`src/rtl/load_store_unit_pkg.sv`:
```
// Shared encodings for the load/store unit and the data memory it drives.
package load_store_unit_pkg;

  // Access size encodings, shared with the data memory's data_size port.
  // 2'b11 is also treated as a word access.
  localparam logic [1:0] SZ_BYTE = 2'b01;
  localparam logic [1:0] SZ_HALF = 2'b10;
  localparam logic [1:0] SZ_WORD = 2'b00;

  // Response error codes.
  localparam logic [1:0] ERR_NONE     = 2'b00;
  localparam logic [1:0] ERR_MISALIGN = 2'b01;
  localparam logic [1:0] ERR_RANGE    = 2'b10;

  // Request FSM states.
  typedef enum logic [1:0] {
    ST_IDLE   = 2'b00,
    ST_ACCESS = 2'b01,
    ST_RESP   = 2'b10
  } lsu_state_t;

  // Number of bytes touched by an access of the given size.
  function automatic logic [2:0] size_bytes(input logic [1:0] size);
    case (size)
      SZ_BYTE: return 3'd1;
      SZ_HALF: return 3'd2;
      default: return 3'd4;
    endcase
  endfunction

endpackage

```
`src/rtl/load_store_unit_addr_check.sv`:
```
// Combinational alignment and range check for one load/store request.
module lsu_addr_check
  import load_store_unit_pkg::*;
#(
  parameter int DEPTH = 1024
) (
  input  logic [31:0] addr,
  input  logic [1:0]  size,
  output logic        err,
  output logic [1:0]  err_code
);

  logic [2:0]  nbytes;
  logic [32:0] last_byte;
  logic        misaligned;
  logic        out_of_range;

  assign nbytes = size_bytes(size);

  // Last byte touched, kept at 33 bits so an access near 2^32 cannot wrap
  // back into the valid window.
  assign last_byte = {1'b0, addr} + {30'd0, nbytes} - 33'd1;

  assign misaligned   = ((nbytes == 3'd2) && addr[0]) ||
                        ((nbytes == 3'd4) && (addr[1:0] != 2'b00));
  assign out_of_range = (last_byte >= 33'(DEPTH));

  // Misalignment is reported in preference to a range violation.
  always_comb begin
    err_code = ERR_NONE;
    if (misaligned) begin
      err_code = ERR_MISALIGN;
    end else if (out_of_range) begin
      err_code = ERR_RANGE;
    end
    err = (err_code != ERR_NONE);
  end

endmodule

```
`src/rtl/load_store_unit.sv`:
```
// Load/store unit: takes one core request at a time, checks it, drives the
// big-endian data memory port and returns a load result or error code.
module load_store_unit
  import load_store_unit_pkg::*;
#(
  parameter int DEPTH   = 1024,
  parameter int MEM_LAT = 1
) (
  input  logic        clk,
  input  logic        rst_n,
  input  logic        req_valid,
  output logic        req_ready,
  input  logic        req_write,
  input  logic [1:0]  req_size,
  input  logic        req_unsigned,
  input  logic [31:0] req_addr,
  input  logic [31:0] req_wdata,
  output logic        resp_valid,
  input  logic        resp_ready,
  output logic [31:0] resp_rdata,
  output logic        resp_err,
  output logic [1:0]  resp_err_code,
  output logic [31:0] Address,
  output logic [31:0] wr_data,
  output logic        Mem_Write,
  output logic        Mem_Read,
  output logic [1:0]  data_size,
  input  logic [31:0] rd_Data
);

  // Counter value on the final Mem_Read cycle of a load.
  localparam logic [3:0] LAST_BEAT = 4'(MEM_LAT - 1);

  lsu_state_t  state_reg, state_next;
  logic [3:0]  counter_reg;
  logic        write_reg;
  logic [1:0]  size_reg;
  logic        unsigned_reg;
  logic [31:0] addr_reg;
  logic [31:0] wdata_reg;
  logic [31:0] resp_rdata_reg;
  logic        resp_err_reg;
  logic [1:0]  resp_code_reg;

  logic        chk_err;
  logic [1:0]  chk_code;
  logic        last_beat;
  logic [3:0]  keep_lane;
  logic [31:0] load_data;

  // The check looks at the incoming request so its verdict is ready on the
  // accepting edge.
  lsu_addr_check #(
    .DEPTH (DEPTH)
  ) u_addr_check (
    .addr     (req_addr),
    .size     (req_size),
    .err      (chk_err),
    .err_code (chk_code)
  );

  assign last_beat = (counter_reg == LAST_BEAT);

  // Byte lanes that survive zero-extension; the memory already sign-extends.
  always_comb begin
    keep_lane = 4'b1111;
    if (unsigned_reg) begin
      if (size_reg == SZ_BYTE) begin
        keep_lane = 4'b0001;
      end else if (size_reg == SZ_HALF) begin
        keep_lane = 4'b0011;
      end
    end
  end

  genvar gi;
  generate
    for (gi = 0; gi < 4; gi++) begin : g_lane
      assign load_data[gi*8 +: 8] = rd_Data[gi*8 +: 8] & {8{keep_lane[gi]}};
    end
  endgenerate

  // State register; reset abandons any in-flight access without a response.
  always_ff @(posedge clk or negedge rst_n) begin
    if (!rst_n) begin
      state_reg <= ST_IDLE;
    end else begin
      state_reg <= state_next;
    end
  end

  // Next-state and port outputs; memory port is quiet outside ACCESS.
  always_comb begin
    state_next = state_reg;
    req_ready  = 1'b0;
    resp_valid = 1'b0;
    Address    = 32'd0;
    wr_data    = 32'd0;
    data_size  = 2'b00;
    Mem_Write  = 1'b0;
    Mem_Read   = 1'b0;
    case (state_reg)
      ST_IDLE: begin
        req_ready = 1'b1;
        if (req_valid) begin
          state_next = chk_err ? ST_RESP : ST_ACCESS;
        end
      end
      ST_ACCESS: begin
        Address   = addr_reg;
        wr_data   = wdata_reg;
        data_size = size_reg;
        Mem_Write = write_reg;
        Mem_Read  = !write_reg;
        if (write_reg || last_beat) begin
          state_next = ST_RESP;
        end
      end
      ST_RESP: begin
        resp_valid = 1'b1;
        if (resp_ready) begin
          state_next = ST_IDLE;
        end
      end
      default: state_next = ST_IDLE;
    endcase
  end

  // Request capture, read-latency counter and response registers.
  always_ff @(posedge clk or negedge rst_n) begin
    if (!rst_n) begin
      counter_reg    <= 4'd0;
      write_reg      <= 1'b0;
      size_reg       <= 2'b00;
      unsigned_reg   <= 1'b0;
      addr_reg       <= 32'd0;
      wdata_reg      <= 32'd0;
      resp_rdata_reg <= 32'd0;
      resp_err_reg   <= 1'b0;
      resp_code_reg  <= ERR_NONE;
    end else begin
      case (state_reg)
        ST_IDLE: begin
          if (req_valid) begin
            write_reg      <= req_write;
            size_reg       <= req_size;
            unsigned_reg   <= req_unsigned;
            addr_reg       <= req_addr;
            wdata_reg      <= req_wdata;
            counter_reg    <= 4'd0;
            resp_rdata_reg <= 32'd0;
            resp_err_reg   <= chk_err;
            resp_code_reg  <= chk_code;
          end
        end
        ST_ACCESS: begin
          if (!write_reg) begin
            if (last_beat) begin
              resp_rdata_reg <= load_data;
              counter_reg    <= 4'd0;
            end else begin
              counter_reg <= counter_reg + 4'd1;
            end
          end
        end
        ST_RESP: begin
          if (resp_ready) begin
            resp_rdata_reg <= 32'd0;
            resp_err_reg   <= 1'b0;
            resp_code_reg  <= ERR_NONE;
          end
        end
        default: ;
      endcase
    end
  end

  assign resp_rdata    = resp_rdata_reg;
  assign resp_err      = resp_err_reg;
  assign resp_err_code = resp_code_reg;

endmodule

```
`config.mk`:
```
export PLATFORM = sky130hd
export DESIGN_NAME = load_store_unit
export DESIGN_NICKNAME = d
export VERILOG_FILES = /design/src/rtl/load_store_unit_pkg.sv /design/src/rtl/load_store_unit_addr_check.sv /design/src/rtl/load_store_unit.sv
export SDC_FILE = /design/constraint.sdc
export NUM_CORES = 1
export LEC_CHECK = 0
export CORE_UTILIZATION = 44
export CTS_BUF_LIST = sky130_fd_sc_hd__clkbuf_4 sky130_fd_sc_hd__clkbuf_8 sky130_fd_sc_hd__clkbuf_16
export DETAILED_ROUTE_END_ITERATION = 12
export PLACE_DENSITY_LB_ADDON = 0.2
export RECOVER_POWER = 25
export SLEW_MARGIN = 30
export SYNTH_ARGS = -nofsm -noshare
export SYNTH_HDL_FRONTEND = slang
export SYNTH_SLANG_ARGS = --single-unit
export TNS_END_PERCENT = 1
```
`constraint.sdc`:
```
create_clock -name clk -period 2.1 [get_ports clk]
set_input_delay 0.315 -clock clk [delete_from_list [all_inputs] [get_ports clk]]
set_output_delay 0.315 -clock clk [all_outputs]
set_load 0.1 [all_outputs]
```
## After elaboration in Yosys (flattened, before gate mapping)

Cells that the tools add are included.

| word-level totals | value |
|---|---|
| bits in registers | 109 |
| bits in latches | 0 |
| RAM bits | 0 |
| memory bits (read-only) | 0 |
| output and inout bits | 105 |
| logic and storage cells | 80 |
| memories | 0 |

| operators by class | value |
|---|---|
| $add $sub $neg | 3 |
| multiply operators | 0 |
| divide/modulo/power cells | 0 |
| $lt $le $gt $ge | 1 |
| equal/unequal tests | 13 |
| shift operators | 0 |
| mux-type cells | 32 |
| bitwise operators | 4 |
| reductions and logical operators | 17 |

Operators with widths:

| operator | number |
|---|---|
| $mux 32 | 6 |
| $pmux 32 s3 | 1 |
| $add 32x3->33 | 1 |
| $ge 33x11->1 const B | 1 |
| $sub 33x1->33 const B | 1 |
| $and 8x8->8 | 4 |
| $mux 4 | 6 |
| $mux 2 | 8 |
| $ne 2x2->1 const B | 5 |
| $reduce_and 3->1 | 3 |
| $pmux 4 s2 | 1 |
| $reduce_bool 2->1 | 4 |
| $eq 2x1->1 const B | 3 |
| $eq 2x2->1 const B | 3 |
| $mux 1 | 6 |
| $pmux 2 s3 | 1 |
| $pmux 3 s2 | 1 |
| $reduce_and 5->1 | 1 |
| $add 4x1->4 const B | 1 |
| $logic_not 4->1 | 1 |
| $pmux 2 s2 | 1 |
| $eq 3x2->1 const B | 1 |
| $eq 3x3->1 const B | 1 |
| $reduce_bool 3->1 | 1 |
| other kinds (6) | 8 |

## Logic depth before layout (Yosys ltp)

| logic depth | value |
|---|---|
| depth after elaboration | 11 |
| mapped depth | 17 |
| gate-level depth less buffers | 17 |

## Cells and area by module

A second synthesis with hierarchy kept.

| second synthesis, totals | value |
|---|---|
| cell total of the unflattened synthesis | 728 |
| area total of the unflattened synthesis | 6897.9 µm² |

By module, submodules not included:

| module | times used | cells an instance | area each (µm²) |
|---|---|---|---|
| load_store_unit | 1 | 411 | 4804.6 |
| lsu_addr_check | 1 | 317 | 2093.3 |

## Worst setup path after synthesis

OpenSTA, ideal clock, no wires.

| timing path | value |
|---|---|
| path type | input -> register |
| from | in req_size[0] |
| to | reg resp_err_reg (netlist: resp_err) |
| setup time | 123 ps |
| arrival time | 3682 ps |
| data required time | 1977 ps |
| path slack | -1705 ps |
| stages | 15 |
| buffers on the path | 0 |
| path through | inv_1 -> ha_1 -> inv_1 -> ha_1 -> inv_1 -> ha_1 -> a211oi_1 -> o21ai_0 -> a21oi_1 -> a211oi_1 -> or4_1 -> nor4_1 -> nand4_1 -> or4_4 -> a22o_1 |

| between the ends | value |
|---|---|
| word-level cells in the longest chain between the ends | 10 |
| elaborated cells between the ends (all ways) | 16 |

RTL lines:

| element | RTL line | source |
|---|---|---|
| start: declaration | load_store_unit.sv:14 | `input logic [1:0] req_size,` |
| $eq 2x2->1 / $eq 2x1->1 (equally long branches) | load_store_unit_pkg.sv:24 | `case (size)` |
| $pmux 3 s2 (*) | load_store_unit_pkg.sv:24 |  |
| $add 32x3->33 | load_store_unit_addr_check.sv:22 | `assign last_byte = {1'b0, addr} + {30'd0, nbytes} - 33'd1;` |
| $sub 33x1->33 | load_store_unit_addr_check.sv:22 |  |
| $ge 33x11->1 | load_store_unit_addr_check.sv:26 | `assign out_of_range = (last_byte >= 33'(DEPTH));` |
| $mux 2 | load_store_unit_addr_check.sv:33 | `end else if (out_of_range) begin` |
| $mux 2 (*) | load_store_unit_addr_check.sv:31 | `if (misaligned) begin` |
| $reduce_bool 2->1 (*) | load_store_unit_addr_check.sv:36 | `err = (err_code != ERR_NONE);` |
| $mux 1 (*) | load_store_unit.sv:144 | `if (req_valid) begin` |
| $pmux 1 s2 (*) | load_store_unit.sv:142 | `case (state_reg)` |
| end signal: assignment | load_store_unit.sv:152 | `resp_err_reg <= chk_err;` |
| end: declaration | load_store_unit.sv:42 | `logic resp_err_reg;` |

Mark *: on every way between the ends. The rest lies on a longest branch, timed or not. The select of a mux whose other input is x is not followed.
A chain may end at the register's enable or synchronous reset.

## Final worst setup path

| timing path | value |
|---|---|
| from | in req_addr[24] |
| to | reg resp_err_reg (netlist: resp_err) |

| between the ends | value |
|---|---|
| word-level cells in the longest chain between the ends | 8 |

RTL lines:

| element | RTL line | source |
|---|---|---|
| start: declaration | load_store_unit.sv:16 | `input logic [31:0] req_addr,` |
| $add 32x3->33 | load_store_unit_addr_check.sv:22 |  |
| $sub 33x1->33 | load_store_unit_addr_check.sv:22 |  |
| $ge 33x11->1 | load_store_unit_addr_check.sv:26 |  |
| $mux 2 | load_store_unit_addr_check.sv:33 |  |
| $mux 2 | load_store_unit_addr_check.sv:31 |  |
| $reduce_bool 2->1 | load_store_unit_addr_check.sv:36 |  |
| $mux 1 | load_store_unit.sv:144 |  |
| $pmux 1 s2 | load_store_unit.sv:142 |  |

Every way passes these cells. The select of a mux whose other input is x is not followed.

==> metrics <==
RSZ-0062 raised after global routing yes; Max FO, Critical Path 7; first-pass GRT wire length 36,600 um; Crit path buffers/inverters 4; Comb pwr share 0.343; worst vdd ir about 640 uV; number of synthesized register bits 109; clock latency at the later pin of the worst-skew pair 0.37 ns; Netlist cell types 74; synth top area cells dfrtp_1 39%, nand2_1 9.5%, ha_1 7.1%; Crit. Startpoint req_addr[24]; switching part of the total 0.346; status finished, violations left; Lkg Pwr 5.64 nW; Pins Over Slew Limit 0; row cnt 45; Routed Antenna Nets 0; EDFF count, synth 0; type of the worst setup path input port to flip-flop; total track usage 0.284; vias per inst 5.33; Hold Crit Class input port to flip-flop; YS warnings 0; die area 16,500 sq um; min Tclk post-route approximately 3.4 ns; Ports 209; clock power share 0.268; via count of the first global-routing pass 7,431; Total Routed Length 23,200 um; worst r2r src counter_reg[0]$_DFFE_PN0P_; final setup TNS -5.01 ns; area grow syn2layout 71.7%; die height between 100 and 150 um; Placed Cells 1,385; pin count of the biggest net entering global routing 73; Residual DRC 0; number of max-cap violations 0; Slew HR 0.465; Final Hold Vio Count 0; CTS clk-pin slew, worst paths 0.08 ns; Max clock buf depth 2; CTS root buf clkbuf_16; Initial DRT Pass Iterations 5; Int Power 4.32 mW; Synth area leader dfrtp_1; share of power burned in registers 0.389; # clock sinks 109; TritonCTS clock tree built; Main synth FF type dfrtp_1; register area share after synthesis 0.388; Req. time, crit path 2.35 ns; fmax ~0.29 GHz; CP Capture Type flip-flop; post-DP HPWL 18,000 um; final setup margin -1.35 ns; WL/cell about 16 um; critical hold path startpoint req_size[0]; CP Cell Sequence clkdlybuf4s50_1 > buf_4 > ha_1 > buf_4 > nand4_1 > nor4_2 > buf_4 > nand2_1 > o221ai_2 > a211oi_2 > or3b_4 > or4_4 > a22o_1; initial drt markers between 400 and 500; PwrDens 548 nW/um^2; total grt overflow 0; total number of vias between 7,000 and 8,000; most used cell along the critical path buf_4; RePlAce Congestion roughly 0.9; Mapped Nets 980; final setup vio count 4; ant diodes 0; Yosys top cell area share 0.388; startpoint types input port; Die Wd between 100 and 150 um; Layout Cells excl Fill 1,410; WHS 0.230 ns; Post-synth ARST share 1.00; total power 6.61 mW; slowest stage cell, crit path or4_4; worst-margin pin slew between 0.8 and 0.9 ns; fin util 0.785; Layout Nets roughly 1,300; cell with the most instances after synthesis nand2_1; period utilization 1.64; Starting Density 0.457; htree depth 3; failing checks negative setup slack; gate count after technology mapping 835; Crit path arrival time 3.70 ns; fraction of layout cells with a size suffix above 1 0.329; core area 15,400 sq um; Commonest cells post-synth 177 x nand2_1, 109 x dfrtp_1, 68 x and2_1; number of antenna violations at the first check in global routing 0; CP peak stage delay 0.48 ns; # port buffers 208; syn avg cell area 8.42 sq um; Num CTS Buffers 9; Top Family by Delay on Critical Path simple AND/OR/NAND/NOR gates; sw power 2.29 mW; synthesized area between 7000 and 8000 sq um; Clock Skew 0.0139 ns
==> worst register-to-register path, cell delays in order, from the launching register on <==
cell and delay, ns:
dfrtp_1 0.42, inv_1 0.06, ha_1 0.19, nand2_1 0.12, nor2_1 0.05, mux2i_1 0.13
nor2_1 0.06, a21oi_2 0.10, buf_4 0.32, a22o_1 0.25
==> metrics by stage <==
stage,worst slack (ns),instance area (sq um)
finish,-1.35,12100
global route,-1.53,12100
CTS,-1.42,11800
detailed placement,-2.23,11200
global placement,-2.17,11200
floorplan,-1.41,7110
==> routing by layer <==
layer	global-route usage	routed length (um)	vias up
met5	0	7	-
met1	0.339	9310	3619
li1	-	-	3635
met4	0.0976	719	2
met2	0.505	11800	213
met3	0.0603	1410	46
==> power groups by stage <==
stage | logic (mW) | clock network, mW | registers, mW
floorplan | 1.03 | 0 | 2.66
global placement | 2.03 | 0 | 2.60
detailed placement | 2.08 | 0 | 2.62
CTS | 2.16 | 1.80 | 2.57
global route | 2.49 | 1.88 | 2.61
finish | 2.27 | 1.77 | 2.57
==> what timing repair did <==
action                                  CTS  global route
hold buffers                              1             0
buffers inserted                          5             4
endpoints found under the setup margin    4             4
gates resized for setup                  45            62
endpoints found under the hold margin    30             0
pin swaps                                30            35
==> layout make-up <==
class,instances,area (sq um)
well taps,211,264
inverters,58,235
flip-flops and latches,109,2730
fillers,1083,3300
clock buffers,9,225
multi-input cells,627,4410
repair buffers,389,4120
clock inverters,7,88.8
==> cell usage in the layout, fill, tap and decap left out, types with 10 or more instances in the layout <==
| cell type | instances |
|---|---|
| nand4_1 | 13 |
| ha_4 | 20 |
| nor2_1 | 26 |
| buf_12 | 74 |
| a21oi_2 | 10 |
| nand2_1 | 174 |
| ha_1 | 18 |
| clkdlybuf4s50_1 | 90 |
| nor2b_1 | 10 |
| buf_4 | 206 |
| a21oi_1 | 28 |
| and2_1 | 69 |
| a22o_1 | 37 |
| nor3_1 | 12 |
| dfrtp_1 | 109 |
| inv_2 | 10 |
| inv_1 | 45 |
| o21ai_0 | 57 |
==> kinds of logic after synthesis <==
group,after synthesis,synth area share
and+or+nand+nor,360,0.251
AOI/OAI and AO/OA,217,0.217
DFF,109,0.388
buffers and inverters,99,0.0580
adders and majority gates,41,0.0740
xor gates and xnor gates,6,0.00747
muxes,3,0.00445
==> worst paths after layout <==
path                            depth (start not counted)  slack [ns]                         end
worst min register to register                          2        0.47   wdata_reg[19]$_DFFE_PN0P_
worst min-delay path                                    3        0.23     size_reg[0]$_DFFE_PN0P_
min in group asynchronous                               2        0.58    wdata_reg[5]$_DFFE_PN0P_
worst max register to register                          9        0.34  resp_rdata[23]$_DFFE_PN0P_
max in group asynchronous                               3        0.27  resp_rdata[25]$_DFFE_PN0P_
worst max-delay path                                   13       -1.35        resp_err$_DFFE_PN0P_
No activity file was read; power rests on OpenSTA's default activity.
